[config.mk]
export PLATFORM = sky130hd
export DESIGN_NAME = usb_crc_serial_flat
export DESIGN_NICKNAME = d
export VERILOG_FILES = /design/src/rtl/usb_crc_serial_if.sv /design/src/rtl/usb_crc_serial.sv /design/src/flat_wrapper.sv
export SDC_FILE = /design/constraint.sdc
export NUM_CORES = 1
export LEC_CHECK = 0
export ABC_CLOCK_PERIOD_IN_PS = 2450
export CAP_MARGIN = 5
export CORE_AREA = 2 2 69 87
export DETAILED_ROUTE_END_ITERATION = 8
export DIE_AREA = 0 0 71 89
export PLACE_DENSITY = 0.7
export SETUP_SLACK_MARGIN = 0.3
export SLEW_MARGIN = 20
export SYNTH_ARGS = -nofsm -noshare
export SYNTH_HDL_FRONTEND = slang
export SYNTH_SLANG_ARGS = --single-unit
export TNS_END_PERCENT = 5
[constraint.sdc]
create_clock -name clk -period 2.45 [get_ports clk]
set_input_delay 0.6125 -clock clk [delete_from_list [all_inputs] [get_ports clk]]
set_output_delay 0.6125 -clock clk [all_outputs]
set_load 0.02 [all_outputs]
[src/rtl/usb_crc_serial_if.sv]
// usb_crc_serial_if: groups the packet-side handshake and the serial CRC
// output of the USB serial CRC engine. WIDTH sizes the parallel crc_val bus.
// The master modport is the packet path driving the engine; the slave
// modport is the engine itself.
interface usb_crc_serial_if #(
   parameter int WIDTH = 16
) ();
   logic             crc_start;
   logic             crc_mode;
   logic             bit_valid;
   logic             s_in;
   logic             crc_eop;
   logic             crc_ready;
   logic             crc_out;
   logic             crc_out_valid;
   logic             crc_out_stall;
   logic             crc_done;
   logic             crc_ok;
   logic [WIDTH-1:0] crc_val;

   modport master (
      output crc_start, crc_mode, bit_valid, s_in, crc_eop, crc_out_stall,
      input  crc_ready, crc_out, crc_out_valid, crc_done, crc_ok, crc_val
   );

   modport slave (
      input  crc_start, crc_mode, bit_valid, s_in, crc_eop, crc_out_stall,
      output crc_ready, crc_out, crc_out_valid, crc_done, crc_ok, crc_val
   );
endinterface

[src/rtl/usb_crc_serial.sv]
// usb_crc_serial: parametrised serial CRC engine for the USB packet path.
// WIDTH=16/POLY=16'h8005/RESIDUAL=16'h800D gives the data CRC16; WIDTH=5 with
// POLY=5'h05/INIT=5'h1F/RESIDUAL=5'h0C gives the token CRC5. Generate mode
// shifts out the complemented remainder MSB-first; check mode compares the
// final register with the residual.
// Optional: define USB_CRC_PARALLEL_VAL_EN to latch the pre-complement
// remainder on crc_val at eop; otherwise crc_val is tied to zero.
module usb_crc_serial #(
   parameter int          WIDTH    = 16,
   parameter logic [15:0] POLY     = 16'h8005,
   parameter logic [15:0] INIT     = 16'hFFFF,
   parameter logic [15:0] RESIDUAL = 16'h800D
) (
   input  logic            clk,
   input  logic            rst,
   usb_crc_serial_if.slave bus
);
   localparam logic [WIDTH-1:0] POLY_W   = POLY[WIDTH-1:0];
   localparam logic [WIDTH-1:0] INIT_W   = INIT[WIDTH-1:0];
   localparam logic [WIDTH-1:0] RES_W    = RESIDUAL[WIDTH-1:0];
   localparam int               CW       = $clog2(WIDTH + 1);
   localparam logic [CW-1:0]    CNT_LOAD = CW'(WIDTH);
   localparam logic [CW-1:0]    CNT_ONE  = CW'(1);

   typedef enum logic [1:0] {IDLE, CALC, SEND, DONE} state_t;

   state_t           state_q, state_d;
   logic [WIDTH-1:0] crc_q, crc_d;
   logic [WIDTH-1:0] crc_next;
   logic [WIDTH-1:0] shift_q, shift_d;
   logic [CW-1:0]    cnt_q, cnt_d;
   logic             mode_q, mode_d;
   logic             ok_q, ok_d;
   logic             fb;

   // Remainder after folding in this cycle's payload bit (unchanged on a stall)
   always_comb begin
      fb       = bus.s_in ^ crc_q[WIDTH-1];
      crc_next = crc_q;
      if (bus.bit_valid) begin
         crc_next = {crc_q[WIDTH-2:0], 1'b0} ^ (fb ? POLY_W : '0);
      end
   end

   // Packet sequencing; a start in any state preloads and begins a new packet
   always_comb begin
      state_d = state_q;
      crc_d   = crc_q;
      shift_d = shift_q;
      cnt_d   = cnt_q;
      mode_d  = mode_q;
      ok_d    = ok_q;
      if (bus.crc_start) begin
         state_d = CALC;
         crc_d   = INIT_W;
         mode_d  = bus.crc_mode;
         ok_d    = 1'b0;
      end else begin
         case (state_q)
            CALC: begin
               crc_d = crc_next;
               if (bus.crc_eop) begin
                  if (mode_q) begin
                     ok_d    = (crc_next == RES_W);
                     state_d = DONE;
                  end else begin
                     shift_d = ~crc_next;
                     cnt_d   = CNT_LOAD;
                     state_d = SEND;
                  end
               end
            end
            SEND: begin
               if (!bus.crc_out_stall) begin
                  shift_d = {shift_q[WIDTH-2:0], 1'b0};
                  cnt_d   = cnt_q - CNT_ONE;
                  if (cnt_q == CNT_ONE) begin
                     state_d = DONE;
                  end
               end
            end
            DONE:    state_d = IDLE;
            default: state_d = state_q;
         endcase
      end
   end

   // State and datapath registers with synchronous reset
   always_ff @(posedge clk) begin
      if (rst) begin
         state_q <= IDLE;
         crc_q   <= INIT_W;
         shift_q <= '0;
         cnt_q   <= '0;
         mode_q  <= 1'b0;
         ok_q    <= 1'b0;
      end else begin
         state_q <= state_d;
         crc_q   <= crc_d;
         shift_q <= shift_d;
         cnt_q   <= cnt_d;
         mode_q  <= mode_d;
         ok_q    <= ok_d;
      end
   end

   assign bus.crc_ready     = (state_q == IDLE);
   assign bus.crc_out_valid = (state_q == SEND);
   assign bus.crc_out       = (state_q == SEND) ? shift_q[WIDTH-1] : 1'b0;
   assign bus.crc_done      = (state_q == DONE);
   assign bus.crc_ok        = ok_q;

`ifdef USB_CRC_PARALLEL_VAL_EN
   logic [WIDTH-1:0] val_q, val_d;

   // Capture the pre-complement remainder at eop, clear it on a new packet
   always_comb begin
      val_d = val_q;
      if (bus.crc_start) begin
         val_d = '0;
      end else if (state_q == CALC && bus.crc_eop) begin
         val_d = crc_next;
      end
   end

   // Parallel remainder register
   always_ff @(posedge clk) begin
      if (rst) begin
         val_q <= '0;
      end else begin
         val_q <= val_d;
      end
   end

   assign bus.crc_val = val_q;
`else
   assign bus.crc_val = '0;
`endif
endmodule

[src/flat_wrapper.sv]
// flat-port wrapper written by rule: the top's interface ports become plain ports
module usb_crc_serial_flat 
#(
   parameter int          WIDTH    = 16,
   parameter logic [15:0] POLY     = 16'h8005,
   parameter logic [15:0] INIT     = 16'hFFFF,
   parameter logic [15:0] RESIDUAL = 16'h800D
)
  (clk, rst, bus_crc_start, bus_crc_mode, bus_bit_valid, bus_s_in, bus_crc_eop, bus_crc_out_stall, bus_crc_ready, bus_crc_out, bus_crc_out_valid, bus_crc_done, bus_crc_ok, bus_crc_val);
  usb_crc_serial_if #(.WIDTH(WIDTH)) bus_i ();
  input  logic clk;
  input  logic rst;
  input wire logic [$bits(bus_i.crc_start)-1:0] bus_crc_start;
  input wire logic [$bits(bus_i.crc_mode)-1:0] bus_crc_mode;
  input wire logic [$bits(bus_i.bit_valid)-1:0] bus_bit_valid;
  input wire logic [$bits(bus_i.s_in)-1:0] bus_s_in;
  input wire logic [$bits(bus_i.crc_eop)-1:0] bus_crc_eop;
  input wire logic [$bits(bus_i.crc_out_stall)-1:0] bus_crc_out_stall;
  output wire logic [$bits(bus_i.crc_ready)-1:0] bus_crc_ready;
  output wire logic [$bits(bus_i.crc_out)-1:0] bus_crc_out;
  output wire logic [$bits(bus_i.crc_out_valid)-1:0] bus_crc_out_valid;
  output wire logic [$bits(bus_i.crc_done)-1:0] bus_crc_done;
  output wire logic [$bits(bus_i.crc_ok)-1:0] bus_crc_ok;
  output wire logic [$bits(bus_i.crc_val)-1:0] bus_crc_val;
  assign bus_i.crc_start = bus_crc_start;
  assign bus_i.crc_mode = bus_crc_mode;
  assign bus_i.bit_valid = bus_bit_valid;
  assign bus_i.s_in = bus_s_in;
  assign bus_i.crc_eop = bus_crc_eop;
  assign bus_i.crc_out_stall = bus_crc_out_stall;
  assign bus_crc_ready = bus_i.crc_ready;
  assign bus_crc_out = bus_i.crc_out;
  assign bus_crc_out_valid = bus_i.crc_out_valid;
  assign bus_crc_done = bus_i.crc_done;
  assign bus_crc_ok = bus_i.crc_ok;
  assign bus_crc_val = bus_i.crc_val;
  usb_crc_serial #(.WIDTH(WIDTH), .POLY(POLY), .INIT(INIT), .RESIDUAL(RESIDUAL)) u_core (.clk(clk), .rst(rst), .bus(bus_i));
endmodule
==> summary.md <==
| Metric | Value |
|---|---|
| Outcome | finished, final reports clean |
| Gpl congestion | roughly 0.82 |
| Max Slew Vio Count | 0 |
| TritonCTS Buffers | 5 |
| Setup bufs post-CTS | 0 |
| Leading post-synthesis cells by cell area | dfxtp_1, mux2i_1, nand2_1 |
| Pin count of the biggest net entering global routing | 34 |
| Number of buffers inserted by port buffering | 12 |
| Crit Path Max Fanout | 7 |
| Final worst path period share | 0.8769 |
| Critical path arrival | 1.54 ns |
| Final WS setup | 0.3017 ns |
| P&R area growth vs syn | 13.82% |
| Root Buffer | clkbuf_8 |
| Setup_tns | 0 ns |
| Worst path required time | 1.84 ns |
| Hold depth | 2 |
| Critical path class | register to output pin |
| Hpwl dp | approximately 3200 um |
| Worst hold path type | register to register |
| Final Hold Viols | 0 |
| Worst R2R Setup Slack | 0.71 ns |
| Pleak | 0.9794 nW |
| PwrDens | 582.7 nW/um^2 |
| Maxcap violations | 0 |
| Share of cells above drive strength 1 | 0.1015 |
| Fin nets | 276 |
| Vias in the first global route | 1590 |
| Total of warnings raised by yosys | 0 |
| Reg clk slew, reported paths | 0.08 ns |
| First-pass GRT wire length | roughly 7500 um |
| Clock Latency Late Sink | 0.29 ns |
| Most frequent cells in the layout | dfxtp_1, nand2_1, nor2_1, mux2i_1, conb_1 |
| Tmin final | 2.148 ns |
| Top cell type's share of synthesized area | 0.3875 |
| Gr ovfl total | 0 |
| Post-Place Worst Slack | -0.2118 ns |
| Most common cell after layout, fill and taps aside | dfxtp_1 |
| Crit Reg-Reg Startpoint | u_core.crc_q[9] |
| Count of cell types in the netlist | 38 |
| Fmax | about 0.47 GHz |
| H-tree levels | 2 |
| Die H | between 80 and 90 um |
| Worst setup EP type | output pin |
| Worst setup path end | bus_crc_out_valid |
| Dpl cell area | approximately 2300 um^2 |
| Antenna violations before repair | 0 |
| Gate Count Post-Synth | 250 |
| TritonCTS clock tree | built |
| Initial DRC count | 44 |
| DRC Markers | 0 |
| Overall global routing resource usage | 0.1480 |
| Die X | 71 um |
| RSZ-0062 raised after global routing | true |
| Yosys reg bits | slightly above 40 |
| Drt pass-1 iters | 4 |
| Initial core utilization | 0.3892 |
| Overall via count from detail_route | 1702 |
| Io pins | 29 |
| Post-Route WL | 4348 um |
| Design area | 2411 um^2 |
| Antenna-violating nets left | 0 |
| CP Launch Point | u_core.state_q[0] |
| Seq/Total Area, Yosys | 0.3875 |
| Reg2reg end | u_core.bus.crc_ok |
| DR WL/cell | 13.18 um |
| VDD IR max | about 0.33 mV |
| Core Box Area | 5443 um^2 |
| Biggest area consumer among synthesized cells | dfxtp_1 |
| Clock Sinks | slightly above 40 |
| Die area | 6319 um^2 |
| Vias per inst | 5.158 |
| Avg Inst Size Synth | 8.473 um^2 |
| CP Launch Type | register |
| Antenna cells | 0 |
| Longest Clk Path Bufs | 2 |
| Worst clock skew | 0.005422 ns |
| Depth of the most critical reg-to-reg path | 4 |
| Endpoints failing setup | 0 |
| Netlist Area Pre-Place | between 2000 and 2500 um^2 |
| FP Rows | 30 |
| Tot Pwr | around 1.4 mW |
synth_stat cells (all sizes together):
cell type  number
ha              2
clkbuf         12
xor3            1
buf            20
a2111o          1
inv             7
xor2            1
nor3            5
nand2b          2
nor2           33
xnor2           3
a311oi         12
nand4b          1
a21o            1
mux2            4
a22oi           1
o21ai           3
nand4bb         1
or4             2
or3b            1
a21oi           7
nand2          39
nor4b           2
dfxtp          41
nand3           2
and4            1
conb            1
o211ai         11
mux2i          19
o21a            1
nor4            1
a211oi          7
or3             3
and2            2
layout make-up:
type / count / area, um^2
Inverter: 7 / 26.28
Fill cell: 558 / 3032
Clock inverter: 2 / 35.03
Sequential cell: 41 / 822.0
Clock buffer: 5 / 68.82
Tap cell: 64 / 80.08
Multi-Input combinational cell: 185 / 1140
Timing Repair Buffer: 26 / 239.0
report_power, final:
part	total (mW)	leakage, nW	switching (mW)	internal [mW]
logic	0.174	0.591	0.104	0.0701
registers	0.709	0.334	0.0193	0.690
clock network	0.521	0.0540	0.225	0.296
total	1.40	0.979	0.349	1.06
state kept, by name (all words and copies together) (netlist names):
| register | count |
|---|---|
| u_core.crc_q | 16 |
| u_core.shift_q | 16 |
| u_core.cnt_q | 5 |
| u_core.state_q | 2 |
| u_core.bus.crc_ok | 1 |
| u_core.mode_q | 1 |
worst max-delay path, stage by stage, from the launching register on:
cell             delay [ns]
dfxtp_1                0.36
nand2b_1               0.17
inv_1                  0.11
clkdlybuf4s50_1        0.61
layer usage:
layer	GRT usage	part of all wire	vias to the layer above
met5	0	0	-
li1	-	-	870
met4	0.05489	0.016	0
met2	0.2540	0.48	28
met1	0.1864	0.48	799
met3	0.02706	0.024	5
cells by family (layout without fill, tap and decap cells):
kind of cell               after synthesis  in the layout  share of synthesized area
AOI/OAI and AO/OA                       44             44                     0.1530
xor gates and xnor gates                 5              5                    0.02776
adders and majority gates                2              2                    0.01181
buffers and inverters                   39             40                     0.1028
DFF                                     41             41                     0.3875
muxes                                   23             23                     0.1146
other                                    1             16                   0.001770
and+or+nand+nor                         95             95                     0.2008
how the worst min path moves through the flow:
stage	start	endpoint	slack, ns
after floorplan	u_core.shift_q[9]	u_core.shift_q[10]	0.46
after global placement	u_core.shift_q[4]	u_core.shift_q[5]	0.47
after detailed placement	u_core.shift_q[5]	u_core.shift_q[6]	0.48
after CTS	u_core.shift_q[3]	u_core.shift_q[4]	0.48
after global routing	u_core.shift_q[3]	u_core.shift_q[4]	0.50
final	u_core.shift_q[3]	u_core.shift_q[4]	0.48
stage by stage:
stage               hold slack, ns  utilization  std cells
CTS                         0.4818       0.4423        330
global route                0.5028       0.4430        330
finish                      0.4775       0.4430        330
global placement            0.4666       0.4234        323
detailed placement          0.4751       0.4234        323
floorplan                   0.4552            -        265
what timing repair did:
item / 4_1_cts / 5_1_grt
gates resized for setup: 1 / 2
endpoints found under the setup margin: 3 / 3
hold buffers: 0 / 0
Note: power is estimated with default switching activity, not from simulation.
